**src/rtl/mips_fetch_stage.sv**
```systemverilog
// ============================================================================
//  Module      : mips_fetch_stage
//  Description : Instruction-fetch stage of a 5-stage MIPS pipeline. Owns the
//                PC, drives the combinational instruction-memory address and
//                captures the fetched word into the IF/ID pipeline register.
//                Handles stalls, branch/jump redirects with IF/ID flush and a
//                sticky halt that only reset clears.
//                Optional build macro: FETCH_PERF_CNT_EN adds saturating
//                perf_fetched / perf_stalls counters.
//  Revision    : 1.0 - initial release
// ============================================================================
`default_nettype none

module mips_fetch_stage #(
    parameter logic [31:0] RESET_PC = 32'h0000_0000,
    parameter logic [31:0] NOP_WORD = 32'h0000_0000
) (
    input  logic        clk,
    input  logic        reset,
    output logic [31:0] imem_addr,
    input  logic [31:0] imem_data,
    input  logic        stall,
    input  logic        branch_taken,
    input  logic [31:0] branch_target,
    input  logic        jump,
    input  logic [31:0] jump_target,
    input  logic        halt_req,
    output logic [31:0] ifid_instr,
    output logic [31:0] ifid_pc_plus4,
    output logic        ifid_valid,
    output logic        halted
`ifdef FETCH_PERF_CNT_EN
    ,
    output logic [31:0] perf_fetched,
    output logic [31:0] perf_stalls
`endif
);

    typedef enum logic [1:0] {
        S_BOOT   = 2'd0,
        S_RUN    = 2'd1,
        S_HALTED = 2'd2
    } state_t;

    localparam logic [31:0] c_PC_STEP = 32'd4;

    state_t      r_state;
    state_t      w_state_nxt;
    logic [31:0] r_pc;
    logic [31:0] w_pc_nxt;
    logic [31:0] r_ifid_instr;
    logic [31:0] w_ifid_instr_nxt;
    logic [31:0] r_ifid_pc4;
    logic [31:0] w_ifid_pc4_nxt;
    logic        r_ifid_valid;
    logic        w_ifid_valid_nxt;

    logic [31:0] w_pc_plus4;
    logic        w_redirect;
    logic [31:0] w_redirect_pc;
    logic        w_fetch_evt;
    logic        w_stall_evt;

    // Sequential PC wraps modulo 2^32; redirect targets are word-aligned by
    // clearing the two low bits, branch beating jump when both are asserted.
    assign w_pc_plus4    = r_pc + c_PC_STEP;
    assign w_redirect    = branch_taken | jump;
    assign w_redirect_pc = (branch_taken ? branch_target : jump_target) & 32'hFFFF_FFFC;

    // State, PC and IF/ID register updates; reset overrides everything.
    always_ff @(posedge clk) begin
        if (reset) begin
            r_state      <= S_BOOT;
            r_pc         <= RESET_PC;
            r_ifid_instr <= NOP_WORD;
            r_ifid_pc4   <= 32'd0;
            r_ifid_valid <= 1'b0;
        end else begin
            r_state      <= w_state_nxt;
            r_pc         <= w_pc_nxt;
            r_ifid_instr <= w_ifid_instr_nxt;
            r_ifid_pc4   <= w_ifid_pc4_nxt;
            r_ifid_valid <= w_ifid_valid_nxt;
        end
    end

    // Next-state logic: halt > redirect > stall > sequential fetch in RUN.
    always_comb begin
        w_state_nxt      = r_state;
        w_pc_nxt         = r_pc;
        w_ifid_instr_nxt = r_ifid_instr;
        w_ifid_pc4_nxt   = r_ifid_pc4;
        w_ifid_valid_nxt = r_ifid_valid;
        w_fetch_evt      = 1'b0;
        w_stall_evt      = 1'b0;

        case (r_state)
            S_BOOT: begin
                // One settling cycle with the PC held and IF/ID empty.
                w_state_nxt      = S_RUN;
                w_ifid_instr_nxt = NOP_WORD;
                w_ifid_pc4_nxt   = 32'd0;
                w_ifid_valid_nxt = 1'b0;
            end
            S_RUN: begin
                if (halt_req) begin
                    w_state_nxt      = S_HALTED;
                    w_ifid_instr_nxt = NOP_WORD;
                    w_ifid_pc4_nxt   = 32'd0;
                    w_ifid_valid_nxt = 1'b0;
                end else if (w_redirect) begin
                    // Flush the wrong-path word currently being fetched.
                    w_pc_nxt         = w_redirect_pc;
                    w_ifid_instr_nxt = NOP_WORD;
                    w_ifid_pc4_nxt   = 32'd0;
                    w_ifid_valid_nxt = 1'b0;
                end else if (stall) begin
                    w_stall_evt = 1'b1;
                end else begin
                    w_pc_nxt         = w_pc_plus4;
                    w_ifid_instr_nxt = imem_data;
                    w_ifid_pc4_nxt   = w_pc_plus4;
                    w_ifid_valid_nxt = 1'b1;
                    w_fetch_evt      = 1'b1;
                end
            end
            S_HALTED: begin
                w_ifid_instr_nxt = NOP_WORD;
                w_ifid_pc4_nxt   = 32'd0;
                w_ifid_valid_nxt = 1'b0;
            end
            default: begin
                w_state_nxt = S_BOOT;
            end
        endcase
    end

    assign imem_addr     = r_pc;
    assign ifid_instr    = r_ifid_instr;
    assign ifid_pc_plus4 = r_ifid_pc4;
    assign ifid_valid    = r_ifid_valid;
    assign halted        = (r_state == S_HALTED);

`ifdef FETCH_PERF_CNT_EN
    logic [31:0] r_perf_fetched;
    logic [31:0] r_perf_stalls;

    // Saturating event counters; events only fire in RUN so HALTED freezes them.
    always_ff @(posedge clk) begin
        if (reset) begin
            r_perf_fetched <= 32'd0;
            r_perf_stalls  <= 32'd0;
        end else begin
            if (w_fetch_evt && (r_perf_fetched != 32'hFFFF_FFFF)) begin
                r_perf_fetched <= r_perf_fetched + 32'd1;
            end
            if (w_stall_evt && (r_perf_stalls != 32'hFFFF_FFFF)) begin
                r_perf_stalls <= r_perf_stalls + 32'd1;
            end
        end
    end

    assign perf_fetched = r_perf_fetched;
    assign perf_stalls  = r_perf_stalls;
`endif

endmodule

`default_nettype wire
```
**config.mk**
```make
export PLATFORM = sky130hd
export DESIGN_NAME = mips_fetch_stage
export DESIGN_NICKNAME = d
export VERILOG_FILES = /design/src/rtl/mips_fetch_stage.sv
export SDC_FILE = /design/constraint.sdc
export NUM_CORES = 1
export LEC_CHECK = 0
export CORE_MARGIN = 2
export CORE_UTILIZATION = 46
export CTS_CLUSTER_DIAMETER = 60
export DETAILED_ROUTE_END_ITERATION = 12
export PLACE_DENSITY = 0.94
export SYNTH_ARGS = -nofsm -noshare
export SYNTH_HDL_FRONTEND = slang
export SYNTH_SLANG_ARGS = --single-unit
```
**constraint.sdc**
```tcl
create_clock -name clk -period 3.4 [get_ports clk]
set_input_delay 0.68 -clock clk [delete_from_list [all_inputs] [get_ports clk]]
set_output_delay 0.68 -clock clk [all_outputs]
set_load 0.01 [all_outputs]
```
==> impl_metrics.env <==
export IMPL_cts_resized_gates=0
export IMPL_grt_max_degree=69
export IMPL_p_per_area_nw_per_um2=343
export IMPL_path_cells="clkdlybuf4s50_1 > buf_4 > or2_2 > nor2_1 > a222oi_1 > a2bb2oi_1 > nor2_1"
export IMPL_yosysSeqAreaShare_pct=41.2
export IMPL_hold_buffers=0
export IMPL_rsz0062_at_grt="no"
export IMPL_post_route_drc_count=0
export IMPL_place_ws_ps=542
export IMPL_root_buffer="clkbuf_8"
export IMPL_worstSetupStartpointType="primary input"
export IMPL_cp_end_kind="flip-flop"
export IMPL_p_leak_nw=2.39
export IMPL_numCtsBuffers=9
export IMPL_die_area_sq_um=11000
export IMPL_ant_nets=0
export IMPL_min_path_type="flip-flop to flip-flop"
export IMPL_viasPerCell=6.05
export IMPL_gr_usage_all_layers_pct=28.5
export IMPL_final_common_cell="clkdlybuf4s50_1"
export IMPL_vdd_ir_drop_max_mv=0.184
export IMPL_final_hold_viol_count=0
export IMPL_drt_initial_drc_count=586
export IMPL_avgSynthCellArea_sq_um=8.69
export IMPL_grt_pass1_wl_um=25500
export IMPL_gp_congestion=0.869
export IMPL_finalCriticalPeriod_ps=2540
export IMPL_drive_gt1_share_pct=6.69
export IMPL_clk_path_buf_depth=2
export IMPL_postCtsSetupBuffers=0
export IMPL_htreeDepth=3
export IMPL_synth_distinct_cells=59
export IMPL_die_w_um=105
export IMPL_coreArea_sq_um=9820
export IMPL_finalMaxSlewViolations=0
export IMPL_synth_top_cell_by_area="dfxtp_1"
export IMPL_cp_arrival_ps=2760
export IMPL_critical_path_startpoint="jump"
export IMPL_wl_per_cell_um=19.0
export IMPL_antenna_found_initial=0
export IMPL_grt_pass1_vias=5054
export IMPL_synthCells=537
export IMPL_tns_ps=0
export IMPL_wirelength_um=16100
export IMPL_first_pass_iters=6
export IMPL_cp_slowest_cell="clkdlybuf4s50_1"
export IMPL_insertion_delay_ps=370
export IMPL_overflow=0
export IMPL_clkSinkCount=96
export IMPL_nets=816
export IMPL_dp_final_hpwl_um=11600
export IMPL_start_util_pct=47.5
export IMPL_crit_top_cell="nor2_1"
export IMPL_min_from="r_state[1]"
export IMPL_max_freq_ghz=0.394
export IMPL_die_y_um=105
export IMPL_period_share_pct=74.6
export IMPL_io_buffers=193
export IMPL_cts_tree="built"
export IMPL_cpPeakStageDelay_ps=540
export IMPL_fin_skew_ps=9.40
export IMPL_route_vias_total=5145
export IMPL_finalSetupViolCount=0
export IMPL_rows=36
export IMPL_ys_ff_latch=96
export IMPL_tightest_slew_ps=750
export IMPL_layout_common_cells="192 x clkdlybuf4s50_1, 96 x dfxtp_1, 67 x nor2_1, 48 x a22oi_1, 32 x a21oi_1"
export IMPL_hold_ws_ps=471
export IMPL_yosys_warnings=0
export IMPL_syn_area_sq_um=4660
export IMPL_critical_path_class="primary input to flip-flop"
export IMPL_status="finished, final reports clean"
export IMPL_netlist_top_cells_area="dfxtp_1 41%, a22oi_1 7.7%, nor2_1 5.4%, o2bb2ai_1 4.3%, a21oi_1 3.4%"
export IMPL_slew_headroom_pct=50.0
export IMPL_synth_edf_count=0
export IMPL_clkTransAtPathRegs_ps=90
export IMPL_path_max_fanout=27
export IMPL_area_delta_synth_final_pct=48.0
export IMPL_synth_ff_type="dfxtp_1"
export IMPL_required_ps=3630
export IMPL_synth_top_area_share_pct=41.2
export IMPL_setup_slack_ps=863
export IMPL_n_antenna_cell=0
export IMPL_rr_startpoint="imem_addr[2]"
export IMPL_async_flop_share_pct=0
export IMPL_maxCapViolations=0
export IMPL_num_io_pins=200
[sequential cells by signal, summed over array words and instances, names as in the netlist]
register and count:
ifid_pc_plus4 31, ifid_instr 32, imem_addr 30, r_state 2, ifid_valid 1
[synth_stat cells (all sizes together) (2+ instances only)]
library cell and n:
nand4 10, or3 9, nand3 23, nand2 21
a222oi 4, o31ai 4, a31oi 6, a211oi 2
clkbuf 32, and4 2, and3 8, nor4 5
nor2 68, a22oi 48, o32ai 7, a2bb2oi 2
o21a 2, mux2i 2, and2 2, or2 2
o311ai 2, nand2b 4, a21o 3, o211ai 3
inv 16, buf 13, nor2b 6, xnor2 15
o2bb2ai 23, dfxtp 96, o21ai 22, a21oi 32
a221o 7, xor2 12, nor3 8, o31a 5
a221oi 2
[worst paths after layout]
kind | end | slack (ps) | cells past startpoint
worst max-delay path | imem_addr[11] | 860 | 7
worst min-delay path | r_state[0] | 470 | 1
worst max register to register | imem_addr[20] | 1100 | 6
worst min register to register | r_state[0] | 470 | 1
[kinds of logic (layout without fill, tap and decap cells)]
family / Yosys count / in the layout / synth area share (%)
adders and majority gates: 1 / 1 / 0.268
AOI/OAI and AO/OA: 178 / 178 / 27.4
other: 1 / 2 / 0.0804
buffers and inverters: 61 / 240 / 5.53
DFF: 96 / 96 / 41.2
and+or+nand+nor: 171 / 171 / 20.0
muxes: 2 / 2 / 0.429
xor gates and xnor gates: 27 / 27 / 5.07
[metal layers]
| layer | global-route usage [%] | share of wire [%] |
|---|---|---|
| met1 | 32.4 | 36 |
| met2 | 49.2 | 49 |
| met3 | 7.11 | 11 |
| met4 | 15.3 | 4.5 |
| met5 | 0 | 0 |
[cell type report]
cell class / count / area, sq um
clock buffer: 9 / 124
clock inverter: 6 / 85.1
fill: 744 / 2920
inverter: 16 / 60.1
multi-input combinational: 381 / 2500
sequential: 96 / 1920
tap: 133 / 166
timing repair buffer: 209 / 2050
[worst max-delay path, delay by kind of cell]
kind | cells | cell delay [ps]
AND/OR/NAND/NOR | 3 | 670
buffers and inverters | 2 | 850
AO/OA/AOI/OAI | 2 | 540
[report_power, final]
group | internal, W | switching (W)
clock | 0.000408 | 0.000400
sequential | 0.00115 | 0.0000438
combinational | 0.000203 | 0.000166
[through the flow]
stage | total power, W | instance area (sq um) | std cells | util [%]
after floorplan | 0.00136 | 4670 | 538 | -
after global placement | 0.00156 | 6700 | 835 | 68.2
after detailed placement | 0.00158 | 6700 | 835 | 68.2
after CTS | 0.00237 | 6900 | 850 | 70.3
after global routing | 0.00244 | 6900 | 850 | 70.3
final | 0.00237 | 6900 | 850 | 70.3
Power figures use the tool's default switching activity.
